File: config.mk
export PLATFORM = sky130hd
export DESIGN_NAME = cmsdk_fpga_sram_arb
export DESIGN_NICKNAME = d
export VERILOG_FILES = /design/src/rtl/cmsdk_fpga_sram_arb.sv
export SDC_FILE = /design/constraint.sdc
export NUM_CORES = 1
export LEC_CHECK = 0
export BUFFER_PORTS_ARGS = -buffer_cell sky130_fd_sc_hd__buf_2
export CAP_MARGIN = 10
export CORE_AREA = 2 2 103 105
export CTS_CLUSTER_SIZE = 40
export DETAILED_ROUTE_END_ITERATION = 6
export DIE_AREA = 0 0 105 107
export PLACE_DENSITY = 0.52
export SYNTH_ARGS = -nofsm -noshare
export SYNTH_HDL_FRONTEND = slang
export SYNTH_SLANG_ARGS = --single-unit
File: constraint.sdc
create_clock -name CLK -period 1.27 [get_ports CLK]
set_input_delay 0.0635 -clock CLK [delete_from_list [all_inputs] [get_ports CLK]]
set_output_delay 0.0635 -clock CLK [all_outputs]
set_load 0.005 [all_outputs]
File: src/rtl/cmsdk_fpga_sram_arb.sv
// cmsdk_fpga_sram_arb
// Two-master round-robin arbiter in front of a single-port, pipelined-read,
// byte-write cmsdk_fpga_sram. M0 is the CPU side, M1 the DMA/debug side.
// Grant and SRAM drive are combinational in the request cycle; read data
// returns one cycle later, tagged with the master that issued the read.
//
// Optional feature: define SRAM_ARB_LOCK_EN to enable lock mode, in which a
// master may own the SRAM for an atomic sequence bounded by LOCK_MAX cycles.
// Without the macro, Mx_LOCK and LOCK_MAX are ignored.
module cmsdk_fpga_sram_arb #(
   parameter int AW       = 16,
   parameter int LOCK_MAX = 16
) (
   input  logic          CLK,
   input  logic          RST,

   input  logic          M0_REQ,
   input  logic          M0_LOCK,
   input  logic [AW-1:0] M0_ADDR,
   input  logic [31:0]   M0_WDATA,
   input  logic [3:0]    M0_WREN,
   output logic          M0_GNT,
   output logic          M0_RVALID,
   output logic [31:0]   M0_RDATA,

   input  logic          M1_REQ,
   input  logic          M1_LOCK,
   input  logic [AW-1:0] M1_ADDR,
   input  logic [31:0]   M1_WDATA,
   input  logic [3:0]    M1_WREN,
   output logic          M1_GNT,
   output logic          M1_RVALID,
   output logic [31:0]   M1_RDATA,

   output logic [AW-1:0] SRAM_ADDR,
   output logic [31:0]   SRAM_WDATA,
   output logic [3:0]    SRAM_WREN,
   output logic          SRAM_CS,
   input  logic [31:0]   SRAM_RDATA
);

   // Grant decisions for the current cycle
   logic gnt0;
   logic gnt1;

   // Round-robin choice when not locked: the master that did not win last
   logic idle_gnt0;
   logic idle_gnt1;

   // last_q = ID of the most recently granted master
   logic last_q;
   logic last_d;

   // Read tag: a read was granted last cycle, and by whom
   logic rd_v_q;
   logic rd_v_d;
   logic rd_id_q;
   logic rd_id_d;

`ifdef SRAM_ARB_LOCK_EN
   localparam logic [1:0] ST_IDLE  = 2'd0;
   localparam logic [1:0] ST_LOCK0 = 2'd1;
   localparam logic [1:0] ST_LOCK1 = 2'd2;

   // Counter value at which the owner's lock is forcibly released
   localparam logic [7:0] CNT_LAST = 8'(LOCK_MAX - 1);

   logic [1:0] state_q;
   logic [1:0] state_d;
   logic [7:0] cnt_q;
   logic [7:0] cnt_d;
`else
   // Lock inputs and timeout have no function in this build
   logic unused_lock;
   assign unused_lock = M0_LOCK ^ M1_LOCK;
   localparam int UNUSED_LOCK_MAX = LOCK_MAX;
`endif

   assign idle_gnt0 = M0_REQ & (~M1_REQ | last_q);
   assign idle_gnt1 = M1_REQ & (~M0_REQ | ~last_q);

   // Pick at most one master this cycle; nothing is granted during reset
   always_comb begin
      gnt0 = 1'b0;
      gnt1 = 1'b0;
      if (!RST) begin
`ifdef SRAM_ARB_LOCK_EN
         if (state_q == ST_LOCK0) begin
            gnt0 = M0_REQ;
         end else if (state_q == ST_LOCK1) begin
            gnt1 = M1_REQ;
         end else begin
            gnt0 = idle_gnt0;
            gnt1 = idle_gnt1;
         end
`else
         gnt0 = idle_gnt0;
         gnt1 = idle_gnt1;
`endif
      end
   end

   // Steer the granted master onto the SRAM port; M0 fields idle on the bus
   always_comb begin
      SRAM_CS    = gnt0 | gnt1;
      SRAM_ADDR  = gnt1 ? M1_ADDR  : M0_ADDR;
      SRAM_WDATA = gnt1 ? M1_WDATA : M0_WDATA;
      SRAM_WREN  = 4'b0000;
      if (gnt0) begin
         SRAM_WREN = M0_WREN;
      end else if (gnt1) begin
         SRAM_WREN = M1_WREN;
      end
   end

   // Next arbitration pointer, read tag and (optionally) lock state
   always_comb begin
      last_d  = last_q;
      rd_v_d  = (gnt0 && (M0_WREN == 4'b0000)) || (gnt1 && (M1_WREN == 4'b0000));
      rd_id_d = gnt1;
      if (gnt0) begin
         last_d = 1'b0;
      end else if (gnt1) begin
         last_d = 1'b1;
      end
`ifdef SRAM_ARB_LOCK_EN
      state_d = state_q;
      cnt_d   = cnt_q;
      case (state_q)
         ST_IDLE: begin
            cnt_d = 8'd0;
            if (gnt0 && M0_LOCK) begin
               state_d = ST_LOCK0;
            end else if (gnt1 && M1_LOCK) begin
               state_d = ST_LOCK1;
            end
         end
         ST_LOCK0: begin
            cnt_d = cnt_q + 8'd1;
            if (cnt_q == CNT_LAST) begin
               // Timeout: the other master wins the next contention
               state_d = ST_IDLE;
               cnt_d   = 8'd0;
               last_d  = 1'b0;
            end else if (gnt0 && !M0_LOCK) begin
               state_d = ST_IDLE;
               cnt_d   = 8'd0;
            end
         end
         ST_LOCK1: begin
            cnt_d = cnt_q + 8'd1;
            if (cnt_q == CNT_LAST) begin
               state_d = ST_IDLE;
               cnt_d   = 8'd0;
               last_d  = 1'b1;
            end else if (gnt1 && !M1_LOCK) begin
               state_d = ST_IDLE;
               cnt_d   = 8'd0;
            end
         end
         default: begin
            state_d = ST_IDLE;
            cnt_d   = 8'd0;
         end
      endcase
`endif
   end

   // Register control state; reset drops any lock and any pending read return
   always_ff @(posedge CLK) begin
      if (RST) begin
         last_q  <= 1'b1;
         rd_v_q  <= 1'b0;
         rd_id_q <= 1'b0;
`ifdef SRAM_ARB_LOCK_EN
         state_q <= ST_IDLE;
         cnt_q   <= 8'd0;
`endif
      end else begin
         last_q  <= last_d;
         rd_v_q  <= rd_v_d;
         rd_id_q <= rd_id_d;
`ifdef SRAM_ARB_LOCK_EN
         state_q <= state_d;
         cnt_q   <= cnt_d;
`endif
      end
   end

   assign M0_GNT    = gnt0;
   assign M1_GNT    = gnt1;
   assign M0_RVALID = rd_v_q & ~rd_id_q;
   assign M1_RVALID = rd_v_q &  rd_id_q;
   assign M0_RDATA  = SRAM_RDATA;
   assign M1_RDATA  = SRAM_RDATA;

endmodule

### Word-level counts from Yosys, hierarchy flattened

Cells that the tools add are included.

* flip-flop bits (word level): 3
* bits in latches: 0
* RAM bits: 0
* ROM bits: 0
* input bits: 142
* output and inout port bits: 121
* memories kept: 0

* add/sub/neg operators: 0
* $mul: 0
* div/mod/pow operators: 0
* magnitude comparators: 0
* eq/ne operators: 0
* shifts and indexed selects: 0
* muxes and demuxes: 8
* bitwise gates (word level): 11
* reduce and logical (&&, ||, !) cells: 6

Operators by type and width (number)
* 2-to-1 mux 32 bit: 1
* 2-to-1 mux 16 bit: 1
* zero test 4 bit: 2
* 2-to-1 mux 4 bit: 2
* bitwise AND 1 bit: 4
* 2-to-1 mux 1 bit: 4
* inverter 1 bit: 4
* OR 1 bit: 3
* logical AND 1 bit: 2
* nonzero test 2 bit: 1
* logical OR 1 bit: 1

### Longest topological paths before layout

* depth after elaboration: 6
* gate-level depth with buffers: 6
* mapped depth without buffers: 3

### Worst setup path after synthesis

OpenSTA, ideal clock, no wires.

* kind: register -> output
* start point: reg last_q
* end point: out SRAM_WDATA[22]
* arrival: 1.264 ns
* setup slack: -0.057 ns
* stages on the path, launching flop included: 6
* cells stage by stage: dfxtp_1 a21boi_4 and2b_4 buf_8 buf_12 mux2_4

* longest elaborated chain between the ends: 5

RTL lines
* from (decl): RTL line 51 `logic last_q;`
* from (signal assigned): RTL line 180 `last_q <= last_d;`
* inverter 1 bit: RTL line 80 `assign idle_gnt1 = M1_REQ & (~M0_REQ | ~last_q);`
* OR 1 bit: RTL line 80
* bitwise AND 1 bit: RTL line 80
* 2-to-1 mux 1 bit: RTL line 86 `if (!RST) begin`
* named net M1_GNT: RTL line 31 `output logic M1_GNT,`
* 2-to-1 mux 32 bit: RTL line 107 `SRAM_WDATA = gnt1 ? M1_WDATA : M0_WDATA;`
* to (decl): RTL line 36 `output logic [31:0] SRAM_WDATA,`

The timed path passes the listed nets, and every way through them passes these cells.

### Worst setup path in the final report

* start point: reg last_q
* end point: out SRAM_ADDR[5]

* longest elaborated chain between the ends: 5

RTL lines
* inverter 1 bit: RTL line 80
* OR 1 bit: RTL line 80
* bitwise AND 1 bit: RTL line 80
* 2-to-1 mux 1 bit: RTL line 86
* 2-to-1 mux 16 bit: RTL line 106 `SRAM_ADDR = gnt1 ? M1_ADDR : M0_ADDR;`
* to (decl): RTL line 35 `output logic [AW-1:0] SRAM_ADDR,`

No other way between the ends.

==> results.py <==
metrics = {
    "global_routing": {
        "grt_pass1_wl_mm": 7.231,
        "grt_use_total": 0.08190,
        "grt_max_degree": 27,
        "grt_pass1_vias": 1461,
        "grt.overflow.total": 0,
        "grt_antenna_before_repair": 0,
    },
    "route": {
        "vias_per_cell": 3.565,
        "dr.pass1.iters": 2,
        "postRouteAntennaNets": 0,
        "vias": 1401,
        "routed_wl_mm": 5.115,
        "avgRoutedWirePerCell_um": 13.02,
        "drc_errors": 0,
        "drt_first_iter_violations": 40,
    },
    "die": {
        "row_count": 37,
        "pin_count": 263,
        "core_area_sq_um": 10090,
        "die_area_sq_um": 11240,
        "initial_core_util": 0.1335,
        "die_w_um": 105,
        "die-height_um": 107,
    },
    "worst_hold_path": {
        "min_path_type": "input pin to output pin",
        "min_to": "M0_RDATA[28]",
        "hold_depth": 0,
        "hp-start": "SRAM_RDATA[28]",
    },
    "critical_path": {
        "worstPathCellList": "a21boi_4 > and2b_4 > buf_12 > mux2_2 > buf_2",
        "required_ns": 1.21,
        "cp_max_fo": 26,
        "max_stage_delay_ns": 0.36,
        "cp_top_family": "multiplexers",
        "start_kind": "register",
        "setup.reg_to_reg.worst_slack_ns": 0.17,
        "crit_type": "register to output pin",
        "r2r_cells": 5,
        "end_kind": "output pin",
        "regToRegEndpoint": "rd_v_q",
        "crit_buf_inv": 2,
        "r2r-start": "last_q",
        "slowest_stage": "mux2_2",
        "worstPathArrival_ns": 1.56,
    },
    "sta": {
        "finalSetupViolations": 53,
        "holdWs_ns": 0.1270,
        "clock.fmax_mhz": 616.1,
        "finalHoldViolCount": 0,
        "tightest_slew_ns": 0.2927,
        "min_period_over_period": 1.278,
        "relSlewSlack": 0.8031,
        "drv_slew": 0,
        "timing.final.crit_period_ns": 1.623,
        "clock_skew_ns": 0.0008472,
        "setup_ws_ns": -0.3531,
        "rsz0062_at_grt": "true",
    },
    "clock_network": {
        "cts.clk_slew.worst_paths_ns": 0.03,
        "cts_hold_buf": 0,
        "cts_tree": "yes",
        "cts_sinks": 3,
        "cts_buffers": 3,
        "cts_root_buffer": "clkbuf_8",
        "clk_latency_ns": 0.21,
        "clk_path_buf_depth": 2,
        "h-tree-depth": 1,
    },
    "placement": {
        "place_area_sq_um": 1867,
        "dpl.hpwl_mm": 4.531,
        "port_buffers": 164,
        "gp_congestion": 0.7054,
    },
    "finish": {
        "fin_area_sq_um": 2056,
        "synthToLayoutAreaGrowth_pct": 52.55,
        "final_layout_size_suffix_gt1_frac": 0.9105,
        "num_antenna_cells": 0,
        "nets": 400,
    },
    "synthesis": {
        "synthCells": 147,
        "yosys_warnings": 0,
        "syn_avg_cell_area_sq_um": 9.167,
        "synth_seq_area_share": 0.04457,
        "ys_types": 22,
        "syn-num-nets": 289,
        "ys_ff_latch": 3,
        "syn_area_sq_um": 1348,
    },
    "power_and_ir_drop": {
        "ir_drop_v": 0.0001695,
        "leakagePower_nw": 1.077,
        "power.density_nw_per_um2": 496.3,
    },
    "status": {
        "status": "finished, violations left",
        "violations": "negative setup slack",
    },
    "job": {
        "maxCapViolCount": 0,
    },
}
-- stage by stage --
stage / cells / power, mW / utilization / TNS (ns) / setup slack (ns)
3_5_place_dp: 385 / 0.6924 / 0.1850 / -5.072 / -0.1387
2_1_floorplan: 147 / 0.5242 / - / -0.4374 / -0.04860
6_report: 393 / 1.020 / 0.2037 / -16.10 / -0.3531
4_1_cts: 390 / 0.9874 / 0.1922 / -16.08 / -0.3656
3_3_place_gp: 385 / 0.6898 / 0.1850 / -3.639 / -0.1014
5_1_grt: 393 / 1.099 / 0.2037 / -19.05 / -0.4169
-- cells by family (layout without fill, tap and decap cells) --
group | count (synthesis) | after routing | share of synthesized area
buffers and inverters | 72 | 182 | 0.4132
AND/OR/NAND/NOR | 17 | 17 | 0.06687
multiplexers | 48 | 48 | 0.4262
AO/OA/AOI/OAI | 7 | 7 | 0.04921
flip-flops | 3 | 3 | 0.04457
-- layout make-up --
class | instances | area [sq um]
repair buffers | 177 | 1022
fillers | 1185 | 8036
multi-input cells | 72 | 753.2
clock buffers | 4 | 45.04
well taps | 136 | 170.2
inverters | 1 | 3.754
flip-flops and latches | 3 | 61.31
-- layer usage --
layer  share of wire  GRT usage  vias up
li1                -          -      659
met1            0.38    0.09340      601
met2            0.48     0.1410      129
met3            0.12    0.02918       12
met4           0.019    0.02952        0
met5               0          0        -
-- registers in the layout, indices dropped and copies added (netlist names) --
| name | flops |
|---|---|
| last_q | 1 |
| rd_id_q | 1 |
| rd_v_q | 1 |
-- Yosys cell counts --
cell | n | area share
o31ai_1 | 1 | 0.0056
nand2b_1 | 1 | 0.0046
nor2b_1 | 2 | 0.0093
or4_1 | 1 | 0.0056
clkbuf_1 | 1 | 0.0028
buf_12 | 1 | 0.015
nor4_1 | 1 | 0.0046
buf_8 | 1 | 0.011
inv_1 | 1 | 0.0028
nand2_1 | 2 | 0.0056
a32oi_1 | 4 | 0.026
a21boi_4 | 1 | 0.014
mux2_2 | 39 | 0.33
and2_1 | 1 | 0.0046
dfxtp_1 | 3 | 0.045
a21oi_1 | 1 | 0.0037
nand3b_1 | 1 | 0.0056
buf_6 | 1 | 0.0084
nor2_1 | 7 | 0.020
mux2_4 | 9 | 0.10
buf_4 | 67 | 0.37
and2b_4 | 1 | 0.0074
-- cell usage in the layout, fill, tap and decap left out --
cell	instances
a21boi_4	1
a21oi_1	1
a32oi_1	2
a32oi_2	2
and2_1	1
and2b_4	1
buf_12	2
buf_2	156
buf_4	7
buf_6	11
clkbuf_1	1
clkbuf_16	1
clkbuf_8	3
dfxtp_1	2
dfxtp_2	1
inv_1	1
mux2_2	39
mux2_4	9
nand2_1	2
nand2b_4	1
nand3b_1	1
nor2_1	7
nor2b_1	2
nor4_1	1
o31ai_1	1
or4_1	1
-- power by group --
part	internal, mW	switching (mW)	leakage (nW)
combinational	0.410	0.234	1.03
sequential	0.100	0.00332	0.0245
clock	0.214	0.0587	0.0228
total	0.724	0.296	1.08
-- what timing repair did --
action | 4_1_cts | 5_1_grt
cloned | 0 | 1
resized for setup | 5 | 13
buffers inserted | 1 | 3
setup endpoints to repair | 53 | 53
pin swaps | 1 | 3
-- worst max-delay path by stage --
stage                      start        endpoint  slack (ns)  cells after the start
after detailed placement  last_q    SRAM_ADDR[5]       -0.14                      5
after CTS                 last_q  SRAM_WDATA[10]       -0.37                      5
after global placement    last_q   SRAM_WDATA[8]       -0.10                      5
final                     last_q    SRAM_ADDR[5]       -0.35                      5
after global routing      last_q    SRAM_ADDR[5]       -0.42                      5
after floorplan           last_q  SRAM_WDATA[22]       -0.05                      5
No activity file was read; power rests on OpenSTA's default activity.
